--- src/rtl/commit_trace_unit_if.sv ---
// Commit/trace bus for commit_trace_unit.
// "master" is the trace unit itself: it takes the commit bus and sources the trace stream.
// "slave" is the CPU/checker side, which drives commits and consumes trace records.
// Handshake: a trace record transfers on a rising edge where trace_valid_o && trace_ready_i.
// trace_valid_o never depends combinationally on trace_ready_i.
interface commit_trace_unit_if #(
  parameter int SEQ_W = 16
);
  logic             commit_valid_i;
  logic [31:0]      commit_pc_i;
  logic [31:0]      commit_npc_i;
  logic [31:0]      commit_instr_i;
  logic             commit_we_i;
  logic [4:0]       commit_rd_i;
  logic [31:0]      commit_wdata_i;
  logic             trace_valid_o;
  logic             trace_ready_i;
  logic [SEQ_W-1:0] trace_seq_o;
  logic [31:0]      trace_pc_o;
  logic [31:0]      trace_npc_o;
  logic [31:0]      trace_instr_o;
  logic             trace_we_o;
  logic [4:0]       trace_rd_o;
  logic [31:0]      trace_wdata_o;

  modport master (
    input  commit_valid_i, commit_pc_i, commit_npc_i, commit_instr_i,
           commit_we_i, commit_rd_i, commit_wdata_i, trace_ready_i,
    output trace_valid_o, trace_seq_o, trace_pc_o, trace_npc_o,
           trace_instr_o, trace_we_o, trace_rd_o, trace_wdata_o
  );

  modport slave (
    output commit_valid_i, commit_pc_i, commit_npc_i, commit_instr_i,
           commit_we_i, commit_rd_i, commit_wdata_i, trace_ready_i,
    input  trace_valid_o, trace_seq_o, trace_pc_o, trace_npc_o,
           trace_instr_o, trace_we_o, trace_rd_o, trace_wdata_o
  );
endinterface

--- src/rtl/commit_trace_unit.sv ---
// commit_trace_unit: captures one commit record per retired instruction into a
// first-word-fall-through FIFO and streams it to the checker over valid/ready.
// Records that find the FIFO full (with no pop on the same edge) are dropped,
// counted, and leave a gap in the sequence stamps.
// Optional feature macro: TRACE_CHECKSUM_EN (running XOR checksum of accepted commits).
module commit_trace_unit #(
  parameter int DEPTH       = 8,
  parameter int SEQ_W       = 16,
  parameter int ALMOST_FULL = DEPTH - 2
) (
  input  logic                  clk_i,
  input  logic                  rst_i,
  commit_trace_unit_if.master   bus,
  output logic                  stall_o,
  output logic                  overflow_o,
  output logic [SEQ_W-1:0]      drop_cnt_o,
  output logic [31:0]           checksum_o
);
  localparam int AW = $clog2(DEPTH);
  localparam logic [AW:0] L_DEPTH = (AW+1)'(DEPTH);
  localparam logic [AW:0] L_AF    = (AW+1)'(ALMOST_FULL);

  typedef struct packed {
    logic [SEQ_W-1:0] seq;
    logic [31:0]      pc;
    logic [31:0]      npc;
    logic [31:0]      instr;
    logic             we;
    logic [4:0]       rd;
    logic [31:0]      wdata;
  } rec_t;

  rec_t             r_mem [DEPTH];
  logic [AW-1:0]    r_wr_ptr;
  logic [AW-1:0]    r_rd_ptr;
  logic [AW:0]      r_count;
  logic [SEQ_W-1:0] r_seq;
  logic [SEQ_W-1:0] r_drop_cnt;
  logic             r_overflow;

  logic w_valid;
  logic w_pop;
  logic w_accept;
  logic w_drop;
  rec_t w_rec;
  rec_t w_head;

  // Handshake decode and the record as it will be stored (r0 never reports a write).
  always_comb begin
    w_valid  = (r_count != '0);
    w_pop    = w_valid && bus.trace_ready_i;
    w_accept = bus.commit_valid_i && ((r_count < L_DEPTH) || w_pop);
    w_drop   = bus.commit_valid_i && !w_accept;
    w_rec.seq   = r_seq;
    w_rec.pc    = bus.commit_pc_i;
    w_rec.npc   = bus.commit_npc_i;
    w_rec.instr = bus.commit_instr_i;
    w_rec.we    = bus.commit_we_i && (bus.commit_rd_i != 5'd0);
    w_rec.rd    = bus.commit_rd_i;
    w_rec.wdata = bus.commit_wdata_i;
    w_head      = w_valid ? r_mem[r_rd_ptr] : '0;
  end

  // Record storage; entries are only observable once counted, so no reset needed.
  always_ff @(posedge clk_i) begin
    if (w_accept) r_mem[r_wr_ptr] <= w_rec;
  end

  // Pointers, occupancy, sequence stamp, and drop bookkeeping.
  always_ff @(posedge clk_i or posedge rst_i) begin
    if (rst_i) begin
      r_wr_ptr   <= '0;
      r_rd_ptr   <= '0;
      r_count    <= '0;
      r_seq      <= '0;
      r_drop_cnt <= '0;
      r_overflow <= 1'b0;
    end else begin
      if (w_accept) r_wr_ptr <= r_wr_ptr + 1'b1;
      if (w_pop)    r_rd_ptr <= r_rd_ptr + 1'b1;
      if (w_accept && !w_pop)      r_count <= r_count + 1'b1;
      else if (!w_accept && w_pop) r_count <= r_count - 1'b1;
      if (bus.commit_valid_i) r_seq <= r_seq + 1'b1;
      if (w_drop) begin
        r_overflow <= 1'b1;
        if (r_drop_cnt != '1) r_drop_cnt <= r_drop_cnt + 1'b1;
      end
    end
  end

`ifdef TRACE_CHECKSUM_EN
  logic [31:0] r_checksum;

  // Running checksum over accepted commits only.
  always_ff @(posedge clk_i or posedge rst_i) begin
    if (rst_i)         r_checksum <= '0;
    else if (w_accept) r_checksum <= r_checksum ^ w_rec.pc ^ (w_rec.we ? w_rec.wdata : 32'd0);
  end

  assign checksum_o = r_checksum;
`else
  assign checksum_o = 32'd0;
`endif

  assign bus.trace_valid_o = w_valid;
  assign bus.trace_seq_o   = w_head.seq;
  assign bus.trace_pc_o    = w_head.pc;
  assign bus.trace_npc_o   = w_head.npc;
  assign bus.trace_instr_o = w_head.instr;
  assign bus.trace_we_o    = w_head.we;
  assign bus.trace_rd_o    = w_head.rd;
  assign bus.trace_wdata_o = w_head.wdata;
  assign stall_o           = (r_count >= L_AF);
  assign overflow_o        = r_overflow;
  assign drop_cnt_o        = r_drop_cnt;
endmodule
--- src/flat_wrapper.sv ---
// flat-port wrapper written by rule: the top's interface ports become plain ports
module commit_trace_unit_flat 
#(
  parameter int DEPTH       = 8,
  parameter int SEQ_W       = 16,
  parameter int ALMOST_FULL = DEPTH - 2
)
  (clk_i, rst_i, stall_o, overflow_o, drop_cnt_o, checksum_o, bus_commit_valid_i, bus_commit_pc_i, bus_commit_npc_i, bus_commit_instr_i, bus_commit_we_i, bus_commit_rd_i, bus_commit_wdata_i, bus_trace_ready_i, bus_trace_valid_o, bus_trace_seq_o, bus_trace_pc_o, bus_trace_npc_o, bus_trace_instr_o, bus_trace_we_o, bus_trace_rd_o, bus_trace_wdata_o);
  commit_trace_unit_if #(.SEQ_W(SEQ_W)) bus_i ();
  input  logic clk_i;
  input  logic rst_i;
  output logic stall_o;
  output logic overflow_o;
  output logic [SEQ_W-1:0] drop_cnt_o;
  output logic [31:0] checksum_o;
  input wire logic [$bits(bus_i.commit_valid_i)-1:0] bus_commit_valid_i;
  input wire logic [$bits(bus_i.commit_pc_i)-1:0] bus_commit_pc_i;
  input wire logic [$bits(bus_i.commit_npc_i)-1:0] bus_commit_npc_i;
  input wire logic [$bits(bus_i.commit_instr_i)-1:0] bus_commit_instr_i;
  input wire logic [$bits(bus_i.commit_we_i)-1:0] bus_commit_we_i;
  input wire logic [$bits(bus_i.commit_rd_i)-1:0] bus_commit_rd_i;
  input wire logic [$bits(bus_i.commit_wdata_i)-1:0] bus_commit_wdata_i;
  input wire logic [$bits(bus_i.trace_ready_i)-1:0] bus_trace_ready_i;
  output wire logic [$bits(bus_i.trace_valid_o)-1:0] bus_trace_valid_o;
  output wire logic [$bits(bus_i.trace_seq_o)-1:0] bus_trace_seq_o;
  output wire logic [$bits(bus_i.trace_pc_o)-1:0] bus_trace_pc_o;
  output wire logic [$bits(bus_i.trace_npc_o)-1:0] bus_trace_npc_o;
  output wire logic [$bits(bus_i.trace_instr_o)-1:0] bus_trace_instr_o;
  output wire logic [$bits(bus_i.trace_we_o)-1:0] bus_trace_we_o;
  output wire logic [$bits(bus_i.trace_rd_o)-1:0] bus_trace_rd_o;
  output wire logic [$bits(bus_i.trace_wdata_o)-1:0] bus_trace_wdata_o;
  assign bus_i.commit_valid_i = bus_commit_valid_i;
  assign bus_i.commit_pc_i = bus_commit_pc_i;
  assign bus_i.commit_npc_i = bus_commit_npc_i;
  assign bus_i.commit_instr_i = bus_commit_instr_i;
  assign bus_i.commit_we_i = bus_commit_we_i;
  assign bus_i.commit_rd_i = bus_commit_rd_i;
  assign bus_i.commit_wdata_i = bus_commit_wdata_i;
  assign bus_i.trace_ready_i = bus_trace_ready_i;
  assign bus_trace_valid_o = bus_i.trace_valid_o;
  assign bus_trace_seq_o = bus_i.trace_seq_o;
  assign bus_trace_pc_o = bus_i.trace_pc_o;
  assign bus_trace_npc_o = bus_i.trace_npc_o;
  assign bus_trace_instr_o = bus_i.trace_instr_o;
  assign bus_trace_we_o = bus_i.trace_we_o;
  assign bus_trace_rd_o = bus_i.trace_rd_o;
  assign bus_trace_wdata_o = bus_i.trace_wdata_o;
  commit_trace_unit #(.DEPTH(DEPTH), .SEQ_W(SEQ_W), .ALMOST_FULL(ALMOST_FULL)) u_core (.clk_i(clk_i), .rst_i(rst_i), .bus(bus_i), .stall_o(stall_o), .overflow_o(overflow_o), .drop_cnt_o(drop_cnt_o), .checksum_o(checksum_o));
endmodule
--- config.mk ---
export PLATFORM = sky130hd
export DESIGN_NAME = commit_trace_unit_flat
export DESIGN_NICKNAME = d
export VERILOG_FILES = /design/src/rtl/commit_trace_unit_if.sv /design/src/rtl/commit_trace_unit.sv /design/src/flat_wrapper.sv
export SDC_FILE = /design/constraint.sdc
export NUM_CORES = 1
export LEC_CHECK = 0
export BUFFER_PORTS_ARGS = -buffer_cell sky130_fd_sc_hd__buf_2
export CAP_MARGIN = 20
export CORE_UTILIZATION = 54
export CTS_CLUSTER_DIAMETER = 40
export DETAILED_ROUTE_END_ITERATION = 10
export PLACE_DENSITY = 0.72
export SLEW_MARGIN = 20
export SYNTH_ARGS = -nofsm -noshare
export SYNTH_HDL_FRONTEND = slang
export SYNTH_SLANG_ARGS = --single-unit
--- constraint.sdc ---
create_clock -name clk_i -period 10.9 [get_ports clk_i]
set_input_delay 1.09 -clock clk_i [delete_from_list [all_inputs] [get_ports clk_i]]
set_output_delay 1.09 -clock clk_i [all_outputs]
set_load 0.05 [all_outputs]
==> reports/summary.log <==
INFO  yosys          unique_cell_type_count_in_the_yosys_netlist=48
INFO  critical_path  worst_r2r_path_depth=7
INFO  floorplan      floorplan.die.height=299microns
INFO  detailed_routing first_iter_violations=1705
INFO  floorplan      initial_core_util=54.8%
INFO  critical_path  timing.critical_path.mode_cell=buf_4
INFO  sta            grt_setup_unrepaired=false
INFO  layout         areaGrowthSynthToFinish=16.2%
INFO  critical_path  crit_required=9810ps
INFO  flow_run       maxCapViolations=0
INFO  placed_design  dp.final_hpwl=52500microns
INFO  status         outcome=complete, no violations
INFO  power          pwr-share-seq=36.2%
INFO  clock_tree     cts_root_buffer=clkbuf_16
INFO  layout         mostFrequentLayoutCells=edfxtp_1, buf_2, mux4_2
INFO  layout         post_layout_nonfiller_instances=3801
INFO  sta            fmax=172MHz
INFO  detailed_routing routed_wirelength=97800microns
INFO  layout         post_route_cells_drive_above_1_share=34.2%
INFO  sta            rel_slew_slack=24.8%
INFO  critical_path  worstPathMaxFanout=47
INFO  critical_path  reg2reg_slack=7020ps
INFO  yosys          synth_sequential_area_ratio=77.7%
INFO  critical_path  max_stage_delay=1050ps
INFO  min_path       hold_path.startpoint=u_core.overflow_o$_DFFE_PP0P_
INFO  critical_path  worstSetupStartpointType=register
INFO  detailed_routing drc=0
INFO  power          p_int=0.0109W
INFO  yosys          synthDominantAreaCellType=edfxtp_1
INFO  grt            pin_count_of_the_biggest_net_entering_global_routing=91
INFO  sta            slew_violations=0
INFO  detailed_routing via_count_normalized_by_instance_count=5.88
INFO  layout         final_common_cell=edfxtp_1
INFO  power          cellPowerDensity=310nW/um^2
INFO  grt            via_count_of_the_first_global_routing_pass=23.9k
INFO  sta            finalHoldViolations=0
INFO  grt            initial_antenna_violation_count=16
INFO  layout         multiInputGateArea=10100squm
INFO  power          share_comb_of_total_power=35.2%
INFO  detailed_routing drt_pre_antenna_iters=7
INFO  grt            grt_usage=22.2%
INFO  clock_tree     cts_num_sinks=1243
INFO  clock_tree     h_tree_level_count=4
INFO  sta            finalWorstPathRequiredPeriod=5820ps
INFO  sta            final_period_util=53.4%
INFO  floorplan      core.rowCount=108
INFO  clock_tree     clk_path_buf_depth=3
INFO  floorplan      fp.coreArea=87200squm
INFO  yosys          mappedNetlistArea=47800squm
INFO  power          maximum_vdd_drop=0.000290V
INFO  yosys          ys_seq_elements=1243
INFO  clock_tree     clk_pin_slew=60ps
INFO  placed_design  dp_cells=3535
INFO  placed_design  gpl.final_weighted_congestion=0.753
INFO  min_path       hold_path.class=reg2reg
INFO  sta            fin_setup_tns=0ps
INFO  detailed_routing ant_nets=0
INFO  floorplan      design.portCount=339
INFO  grt            grt_pass1_wl=147000microns
INFO  sta            worst_clock_skew=23.9ps
INFO  clock_tree     numCtsBuffers=144
INFO  clock_tree     clkLatencyLatePin=730ps
INFO  layout         filler_cell_count=5745
INFO  power          p_clk_share=28.5%
INFO  yosys          edff_count_synth=1200
INFO  yosys          yosys_most_used_dff=edfxtp_1
INFO  layout         finish.net_count=2672
INFO  sta            setup_violations=0
INFO  power          power_switching_share=36.9%
INFO  critical_path  r2r-end=u_core.r_mem[4][72]$_DFFE_PP_
INFO  power          leak=19.0nW
INFO  min_path       timing.hold.worst_path_depth=1
INFO  grt            gr-total-overflow=0
INFO  yosys          netlist_top_cells_area=edfxtp_1, mux4_2, mux2i_1
INFO  clock_tree     ctsHoldBuffers=0
INFO  placed_design  placement.io_buffers=306
INFO  critical_path  setup.worst_path.start=u_core.r_rd_ptr[0]$_DFFE_PP0P_
INFO  critical_path  worst_r2r_startpoint=u_core.r_count[3]$_DFFE_PP0P_
INFO  floorplan      die-area=89600squm
INFO  power          power_switching=0.00636W
INFO  critical_path  worst-setup-path-type=reg2out
INFO  critical_path  timing.critical_path.to_type=output port
INFO  sta            fin_worst_hold_slack=474ps
INFO  floorplan      die_x=299microns
INFO  critical_path  crit_chain=buf_4 > buf_4 > mux4_2 > mux2i_1 > nor2_1 > buf_2
INFO  critical_path  worst_ep_arrival_time=4730ps
INFO  yosys          post_synth.cell_area_avg=22.4squm
INFO  min_path       min_delay_worst_endpoint=u_core.overflow_o$_DFFE_PP0P_
INFO  clock_tree     tritoncts=yes
INFO  clock_tree     postCtsSetupBuffers=0
INFO  sta            tightestPinTransition=1130ps
INFO  yosys          postSynth.asyncResetShare=3.46%
INFO  detailed_routing post_drt_wl_per_cell=25.7microns
INFO  critical_path  worst_path_max_delay_cell=dfrtp_4
INFO  clock_tree     post_cts_resize_count=0
INFO  detailed_routing via_count=22.3k
INFO  yosys          yosysWarningCount=0
INFO  yosys          share_of_the_synthesized_area_in_the_top_cell_type=75.5%
INFO  layout         area.sequential=37100squm
INFO  yosys          post_synth_inst_count=2135
INFO  layout         utilization=63.7%
## sequential cells by signal, indices dropped and copies added, names as in the netlist
name,flops
u_core.drop_cnt_o,16
u_core.r_count,4
u_core.r_wr_ptr,3
u_core.r_seq,16
u_core.r_rd_ptr,3
u_core.r_mem,1200
u_core.overflow_o,1
## cells by family after synthesis
family	after synthesis	synth area share [%]
other cells	1	0.00785
compound gates	19	0.270
flops	1243	77.7
simple gates	236	2.20
buf+inv	142	1.61
mux	455	17.4
xor+xnor	31	0.569
fa+ha+maj	8	0.225
## how the worst max path moves through the flow
| stage | endpoint |
|---|---|
| detailed placement | bus_trace_wdata_o[15] |
| global route | bus_trace_wdata_o[15] |
| finish | bus_trace_wdata_o[15] |
| global placement | bus_trace_wdata_o[15] |
| floorplan | u_core.r_mem[2][0]$_DFFE_PP_ |
| CTS | bus_trace_wdata_o[15] |
## per-stage QoR
step	cell area, sq um	setup WS (ps)	power [W]
after floorplan	47900	2430	0.0110
after global placement	50500	5720	0.0124
after detailed placement	50500	5670	0.0125
after CTS	55500	4880	0.0174
after global routing	55500	4670	0.0179
final	55500	5080	0.0172
## Yosys cell counts (all sizes together) (2+ instances only)
cell type	count
edfxtp	1200
mux4	300
nor2	163
mux2i	151
buf	111
dfrtp	43
nand2	25
clkbuf	24
xnor2	19
nor3	12
xor2	12
nand3	9
ha	7
inv	7
nand4	6
o21ai	6
nand2b	5
mux2	4
and4	3
nor4	3
a21o	2
a21oi	2
and3	2
and4bb	2
or4	2
## power by group through the flow
stage	registers (W)	clock network [W]	logic (W)
CTS	0.00625	0.00499	0.00615
floorplan	0.00629	0	0.00474
finish	0.00624	0.00491	0.00607
global route	0.00629	0.00517	0.00639
detailed placement	0.00634	0	0.00613
global placement	0.00629	0	0.00609
## area by class of cell
| class | count | share of cell area (%) |
|---|---|---|
| sequential | 1243 | 66.9 |
| multi-input combinational | 781 | 18.1 |
| clock buffer | 165 | 6.90 |
| timing repair buffer | 349 | 3.37 |
| tap | 1155 | 2.60 |
| clock inverter | 97 | 2.02 |
| inverter | 7 | 0.0496 |
| antenna | 4 | 0.0180 |
## routing by layer
metal,GRT usage (%),routed length [microns],up-vias
li1,-,-,9585
met1,29.9,39200,11800
met2,36.3,49400,826
met3,5.37,7170,163
met4,6.41,1880,22
met5,0,136,-
## critical path, delay by kind of cell, from the launching register on
family / cells / cell delay, ps
simple gates: 1 / 150
flops: 1 / 1050
mux: 2 / 800
buf+inv: 3 / 1940
No activity file was read; power rests on OpenSTA's default activity.
